$ cat config.mk
export PLATFORM = sky130hd
export DESIGN_NAME = b13_serial_rx_flat
export DESIGN_NICKNAME = d
export VERILOG_FILES = /design/src/rtl/b13_serial_rx_pkg.sv /design/src/rtl/b13_serial_rx_if.sv /design/src/rtl/b13_serial_rx_bit_timer.sv /design/src/rtl/b13_serial_rx.sv /design/src/flat_wrapper.sv
export SDC_FILE = /design/constraint.sdc
export NUM_CORES = 1
export LEC_CHECK = 0
export CORE_MARGIN = 2
export CORE_UTILIZATION = 58
export DETAILED_ROUTE_END_ITERATION = 8
export PLACE_DENSITY_LB_ADDON = 0.1
export SLEW_MARGIN = 20
export SYNTH_ARGS = -nofsm -noshare
export SYNTH_HDL_FRONTEND = slang
export SYNTH_SLANG_ARGS = --single-unit
$ cat constraint.sdc
create_clock -name clock -period 5.6 [get_ports clock]
set_clock_uncertainty 0.15 [all_clocks]
set_input_delay 0.84 -clock clock [delete_from_list [all_inputs] [get_ports clock]]
set_output_delay 0.84 -clock clock [all_outputs]
set_load 0.02 [all_outputs]
$ cat src/rtl/b13_serial_rx_pkg.sv
// Shared types and frame constants for the b13 serial receiver.
package b13_rx_pkg;

    typedef enum logic [1:0] {
        R_IDLE = 2'd0,
        R_DATA = 2'd1,
        R_STOP = 2'd2
    } rx_state_t;

    localparam int   FRAME_DATA_BITS    = 8;
    localparam logic START_LEVEL        = 1'b0;
    localparam logic STOP_LEVEL         = 1'b1;
    localparam int   DEFAULT_DELAY_TIME = 104;

endpackage

$ cat src/rtl/b13_serial_rx_if.sv
// Serial line plus byte handshake of the b13 receiver; B13_RX_OVERRUN_EN adds rx_overrun.
interface b13_serial_rx_if;

    logic       serial_in;
    logic [7:0] rx_data;
    logic       rx_valid;
    logic       rx_ack;
    logic       frame_error;
    logic       rx_busy;
`ifdef B13_RX_OVERRUN_EN
    logic       rx_overrun;
`endif

`ifdef B13_RX_OVERRUN_EN
    modport slave (
        input  serial_in, rx_ack,
        output rx_data, rx_valid, frame_error, rx_busy, rx_overrun
    );
    modport master (
        output serial_in, rx_ack,
        input  rx_data, rx_valid, frame_error, rx_busy, rx_overrun
    );
`else
    modport slave (
        input  serial_in, rx_ack,
        output rx_data, rx_valid, frame_error, rx_busy
    );
    modport master (
        output serial_in, rx_ack,
        input  rx_data, rx_valid, frame_error, rx_busy
    );
`endif

endinterface

$ cat src/rtl/b13_serial_rx_bit_timer.sv
// Bit-period counter: while enabled, pulses strobe on every BIT_PERIOD-th cycle.
module b13_rx_bit_timer #(
    parameter int BIT_PERIOD = 106,
    parameter int CNT_W      = 10
) (
    input  logic clock,
    input  logic rst_n,
    input  logic en,
    output logic strobe
);

    localparam logic [CNT_W-1:0] LAST = CNT_W'(BIT_PERIOD - 1);

    logic [CNT_W-1:0] period_cnt_q, period_cnt_d;

    // Held at zero while disabled so the first strobe lands one full period after enable.
    always_comb begin
        strobe       = en && (period_cnt_q == LAST);
        period_cnt_d = period_cnt_q;
        if (!en || strobe) begin
            period_cnt_d = '0;
        end else begin
            period_cnt_d = period_cnt_q + CNT_W'(1);
        end
    end

    always_ff @(posedge clock) begin
        if (!rst_n) begin
            period_cnt_q <= '0;
        end else begin
            period_cnt_q <= period_cnt_d;
        end
    end

endmodule

$ cat src/rtl/b13_serial_rx.sv
// Pulse-style serial receiver (start, 8 data bits MSB first, stop) with valid/ack output.
// Optional B13_RX_OVERRUN_EN adds a sticky overrun flag for unacknowledged overwrites.
module b13_serial_rx
    import b13_rx_pkg::*;
#(
    parameter int DELAY_TIME = DEFAULT_DELAY_TIME,
    parameter int CNT_W      = 10
) (
    input  logic          clock,
    input  logic          rst_n,
    b13_serial_rx_if.slave rx,
    output rx_state_t     dbg_state
);

    localparam int BIT_PERIOD = DELAY_TIME + 2;

    rx_state_t  state_q, state_d;
    logic [3:0] bit_cnt_q, bit_cnt_d;
    logic [7:0] shift_q, shift_d;
    logic [7:0] rx_data_q, rx_data_d;
    logic       rx_valid_q, rx_valid_d;
    logic       frame_error_q, frame_error_d;
    logic       rx_overrun_q, rx_overrun_d;
    logic       strobe;
    logic       handshake;
    logic       good_byte;

    b13_rx_bit_timer #(
        .BIT_PERIOD(BIT_PERIOD),
        .CNT_W     (CNT_W)
    ) u_bit_timer (
        .clock (clock),
        .rst_n (rst_n),
        .en    (state_q != R_IDLE),
        .strobe(strobe)
    );

    // Handshake: rx_valid is a level held until a posedge sees rx_valid && rx_ack;
    // a good stop in that same cycle republishes, so the new byte wins.
    always_comb begin
        state_d       = state_q;
        bit_cnt_d     = bit_cnt_q;
        shift_d       = shift_q;
        rx_data_d     = rx_data_q;
        rx_valid_d    = rx_valid_q;
        frame_error_d = frame_error_q;
        rx_overrun_d  = rx_overrun_q;
        good_byte     = 1'b0;
        handshake     = rx_valid_q && rx.rx_ack;

        if (handshake) begin
            rx_valid_d   = 1'b0;
            rx_overrun_d = 1'b0;
        end

        case (state_q)
            R_IDLE: begin
                bit_cnt_d = '0;
                if (rx.serial_in == START_LEVEL) begin
                    state_d = R_DATA;
                end
            end
            R_DATA: begin
                if (strobe) begin
                    shift_d   = {shift_q[6:0], rx.serial_in};
                    bit_cnt_d = bit_cnt_q + 4'd1;
                    if (bit_cnt_q == 4'(FRAME_DATA_BITS - 1)) begin
                        state_d = R_STOP;
                    end
                end
            end
            R_STOP: begin
                if (strobe) begin
                    state_d   = R_IDLE;
                    bit_cnt_d = '0;
                    if (rx.serial_in == STOP_LEVEL) begin
                        good_byte = 1'b1;
                    end else begin
                        frame_error_d = 1'b1;
                    end
                end
            end
            default: begin
                state_d   = R_IDLE;
                bit_cnt_d = '0;
            end
        endcase

        if (good_byte) begin
            rx_data_d     = shift_q;
            rx_valid_d    = 1'b1;
            frame_error_d = 1'b0;
            if (rx_valid_q && !rx.rx_ack) begin
                rx_overrun_d = 1'b1;
            end
        end
    end

    always_ff @(posedge clock) begin
        if (!rst_n) begin
            state_q       <= R_IDLE;
            bit_cnt_q     <= '0;
            shift_q       <= '0;
            rx_data_q     <= '0;
            rx_valid_q    <= 1'b0;
            frame_error_q <= 1'b0;
            rx_overrun_q  <= 1'b0;
        end else begin
            state_q       <= state_d;
            bit_cnt_q     <= bit_cnt_d;
            shift_q       <= shift_d;
            rx_data_q     <= rx_data_d;
            rx_valid_q    <= rx_valid_d;
            frame_error_q <= frame_error_d;
            rx_overrun_q  <= rx_overrun_d;
        end
    end

    assign rx.rx_data     = rx_data_q;
    assign rx.rx_valid    = rx_valid_q;
    assign rx.frame_error = frame_error_q;
    assign rx.rx_busy     = (state_q != R_IDLE);
    assign dbg_state      = state_q;

`ifdef B13_RX_OVERRUN_EN
    assign rx.rx_overrun = rx_overrun_q;
`else
    logic unused_overrun;
    assign unused_overrun = rx_overrun_q;
`endif

endmodule

$ cat src/flat_wrapper.sv
// flat-port wrapper written by rule: the top's interface ports become plain ports
module b13_serial_rx_flat import b13_rx_pkg::*;
#(
    parameter int DELAY_TIME = DEFAULT_DELAY_TIME,
    parameter int CNT_W      = 10
)
  (clock, rst_n, dbg_state, rx_serial_in, rx_rx_ack, rx_rx_data, rx_rx_valid, rx_frame_error, rx_rx_busy);
  b13_serial_rx_if rx_i ();
  input  logic clock;
  input  logic rst_n;
  output rx_state_t dbg_state;
  input wire logic [$bits(rx_i.serial_in)-1:0] rx_serial_in;
  input wire logic [$bits(rx_i.rx_ack)-1:0] rx_rx_ack;
  output wire logic [$bits(rx_i.rx_data)-1:0] rx_rx_data;
  output wire logic [$bits(rx_i.rx_valid)-1:0] rx_rx_valid;
  output wire logic [$bits(rx_i.frame_error)-1:0] rx_frame_error;
  output wire logic [$bits(rx_i.rx_busy)-1:0] rx_rx_busy;
  assign rx_i.serial_in = rx_serial_in;
  assign rx_i.rx_ack = rx_rx_ack;
  assign rx_rx_data = rx_i.rx_data;
  assign rx_rx_valid = rx_i.rx_valid;
  assign rx_frame_error = rx_i.frame_error;
  assign rx_rx_busy = rx_i.rx_busy;
  b13_serial_rx #(.DELAY_TIME(DELAY_TIME), .CNT_W(CNT_W)) u_core (.clock(clock), .rst_n(rst_n), .rx(rx_i), .dbg_state(dbg_state));
endmodule
==> impl_metrics.env <==
export IMPL_synth_flop_cell="dfxtp_1"
export IMPL_synth_warning_count=0
export IMPL_p_sw_share_pct=19.9
export IMPL_yosys_top_cells_count="dfxtp_1 (34), nor2_1 (28), mux2i_1 (17), nand3_1 (7), xor2_1 (6)"
export IMPL_via_per_inst=5.54
export IMPL_die_area_sq_um=2850
export IMPL_postRouteAntennaNets=0
export IMPL_synth_top_cell_by_area="dfxtp_1"
export IMPL_antenna_found_initial=0
export IMPL_synth_edf_count=0
export IMPL_dp_hpwl_um=1770
export IMPL_finalCritPeriodShare_pct=45.2
export IMPL_root_buffer="clkbuf_4"
export IMPL_ys_ff_latch=34
export IMPL_seqPwrFrac_pct=56.8
export IMPL_status="finished clean"
export IMPL_vias=1052
export IMPL_cts_sinks=34
export IMPL_antennaDiodeCount=0
export IMPL_grt_pass1_wl_um=4350
export IMPL_place_inst=182
export IMPL_tightest_slew_ns=0.650
export IMPL_final_hold_viol_count=0
export IMPL_cts_max_level=2
export IMPL_pwr_share_clk_pct=39.6
export IMPL_io_buffers=16
export IMPL_grt_overflow=0
export IMPL_cts_setup_buffers=0
export IMPL_drc=0
export IMPL_setup_violations=0
export IMPL_cts_buffers_inserted=5
export IMPL_start_util_pct=62.8
export IMPL_postCtsHoldBufs=0
export IMPL_finalNonFillerCells=190
export IMPL_postCtsResizedCells=0
export IMPL_synth_top_cells_by_area="dfxtp_1 (48%), mux2i_1 (12%), nor2_1 (7.4%)"
export IMPL_grt_usage_pct=21.6
export IMPL_leakagePower_uw=0.000742
export IMPL_p_per_area_nw_per_um2=259
export IMPL_ir_worst_vdd_v=0.000234
export IMPL_fmax_ghz=0.395
export IMPL_yosysUniqueCellTypes=33
export IMPL_first_global_vias=1014
export IMPL_syn_num_nets=151
export IMPL_die_y_um=53.4
export IMPL_ios=17
export IMPL_seq_area_sq_um=681
export IMPL_drive_gt1_share_pct=6.17
export IMPL_finalCriticalPeriod_ns=2.53
export IMPL_synth_area_sq_um=1420
export IMPL_maxCapViolations=0
export IMPL_p_sw_uw=85.6
export IMPL_grt_max_degree=22
export IMPL_p_comb_share_pct=3.6
export IMPL_required_ns=4.61
export IMPL_nNetsFinal=168
export IMPL_syn2layout_area_growth_pct=17.2
export IMPL_cts_tree="built"
export IMPL_drt_iter0_markers=19
export IMPL_crit_arrival_ns=1.54
export IMPL_multi_input_comb_area_sq_um=691
export IMPL_async_flop_share_pct=0
export IMPL_fin_tns_setup_ns=0
export IMPL_yosysSeqAreaShare_pct=48.1
export IMPL_dr_pass1_iters=4
export IMPL_synth_area_per_cell_sq_um=9.84
export IMPL_total_power_uw=429
export IMPL_synthMostInstantiatedCell="dfxtp_1"
export IMPL_grt_setup_unrepaired="no"
export IMPL_synth_top_area_share_pct=48.1
export IMPL_clockBufferDepth=2
export IMPL_fp_row_count=17
export IMPL_wl_um=2540
export IMPL_syn_inst=144
export IMPL_clk_pin_slew_worst_paths_ns=0.10
export IMPL_critPathLaunchType="register"
export IMPL_final_util_pct=73.6
export IMPL_drv_slew=0
export IMPL_worst_path_max_fanout=6
export IMPL_routedWlPerCell_um=13.4
export IMPL_hp_class="reg2reg"
export IMPL_clk_latency_ns=0.32
export IMPL_fill_cells=178
export IMPL_die_w_um=53.4
export IMPL_internal_power_uw=344
export IMPL_design_core_area_sq_um=2250
export IMPL_path_class="reg2out"
export IMPL_globalplace_congestion=0.755
export IMPL_critPathCaptureType="primary output"
export IMPL_relSlewSlack_pct=56.5
[registers in the layout, summed over array words and instances (netlist names)]
name / cells
u_core.rx.rx_data: 8
u_core.shift_q: 8
u_core.rx.rx_valid: 1
u_core.bit_cnt_q: 4
u_core.dbg_state: 2
u_core.u_bit_timer.period_cnt_q: 10
u_core.rx.frame_error: 1
[routing by layer]
metal  wire [um]  share of wire (%)  GRT usage (%)  up-vias
li1            -                  -              -      531
met1        1200                 47           25.4      498
met2        1230                 48           36.0       17
met3          90                3.5           6.78        6
met4          28                1.1           8.97        0
met5           0                  0              0        -
[power by group through the flow]
stage / clock network [uW] / registers (uW) / logic (uW)
finish: 170 / 244 / 15.3
global route: 187 / 244 / 16.9
CTS: 174 / 244 / 15.3
detailed placement: 0 / 250 / 15.1
global placement: 0 / 250 / 14.9
floorplan: 0 / 250 / 8.22
[final cells by class]
cell class	instances	area share, %
multi-input combinational	99	41.6
sequential	34	41.0
timing repair buffer	16	9.65
clock buffer	7	2.71
tap	28	2.11
clock inverter	1	1.81
inverter	5	1.13
[through the flow]
stage / hold WS, ns / worst slack, ns / cell area (sq um)
after floorplan: 0.291 / 3.78 / 1420
after global placement: 0.312 / 2.88 / 1590
after detailed placement: 0.321 / 2.87 / 1590
after CTS: 0.337 / 3.06 / 1660
after global routing: 0.369 / 3.00 / 1660
final: 0.335 / 3.07 / 1660
[final timing paths]
| check | start | end | slack (ns) | cells after the start |
|---|---|---|---|---|
| min reg2reg | u_core.rx.rx_valid$_SDFFE_PN0P_ | u_core.rx.rx_valid$_SDFFE_PN0P_ | 0.34 | 2 |
| min | u_core.rx.rx_valid$_SDFFE_PN0P_ | u_core.rx.rx_valid$_SDFFE_PN0P_ | 0.34 | 2 |
| max | u_core.dbg_state[1]$_SDFFE_PN0P_ | rx_rx_busy | 3.07 | 2 |
| max reg2reg | u_core.u_bit_timer.period_cnt_q[0]$_SDFF_PP0_ | u_core.dbg_state[1]$_SDFFE_PN0P_ | 3.27 | 5 |
[worst max-delay path, cell delays in order (launching register included)]
cell	delay [ns]
dfxtp_1	0.37
or2_2	0.31
clkdlybuf4s50_1	0.54
[cell usage in the layout, fill, tap and decap left out, drive strengths merged]
cell type | synthesis | routed
clkbuf | 3 | 7
and2 | 1 | 1
nand4b | 1 | 1
bufinv | 0 | 1
xor2 | 6 | 6
nor3b | 1 | 1
a21oi | 1 | 1
nand4 | 3 | 3
nand2 | 3 | 3
o31ai | 1 | 1
and4 | 1 | 1
o211a | 1 | 1
and3 | 3 | 3
clkdlybuf4s50 | 0 | 16
nor2b | 1 | 1
o21a | 2 | 2
nand2b | 3 | 3
dfxtp | 34 | 34
or4 | 2 | 2
ha | 3 | 3
mux2i | 17 | 17
inv | 5 | 5
o211ai | 2 | 2
a31oi | 3 | 3
o22ai | 1 | 1
and3b | 1 | 1
nor2 | 28 | 28
nor4b | 2 | 2
xnor2 | 2 | 2
nand3 | 8 | 8
or2 | 1 | 1
nor3 | 1 | 1
[logic make-up (layout without fill, tap and decap cells)]
kind of cell             Yosys count  in the layout  share of synthesized area [%]
AND/OR/NAND/NOR                   60             60                           23.7
adder cells (fa/ha/maj)            3              3                           2.65
buffers and inverters             11             29                           3.18
flip-flops                        34             34                           48.1
AO/OA/AOI/OAI                     11             11                           5.48
multiplexers                      17             17                           12.0
XOR/XNOR                           8              8                           4.95
No activity file was read; power rests on OpenSTA's default activity.
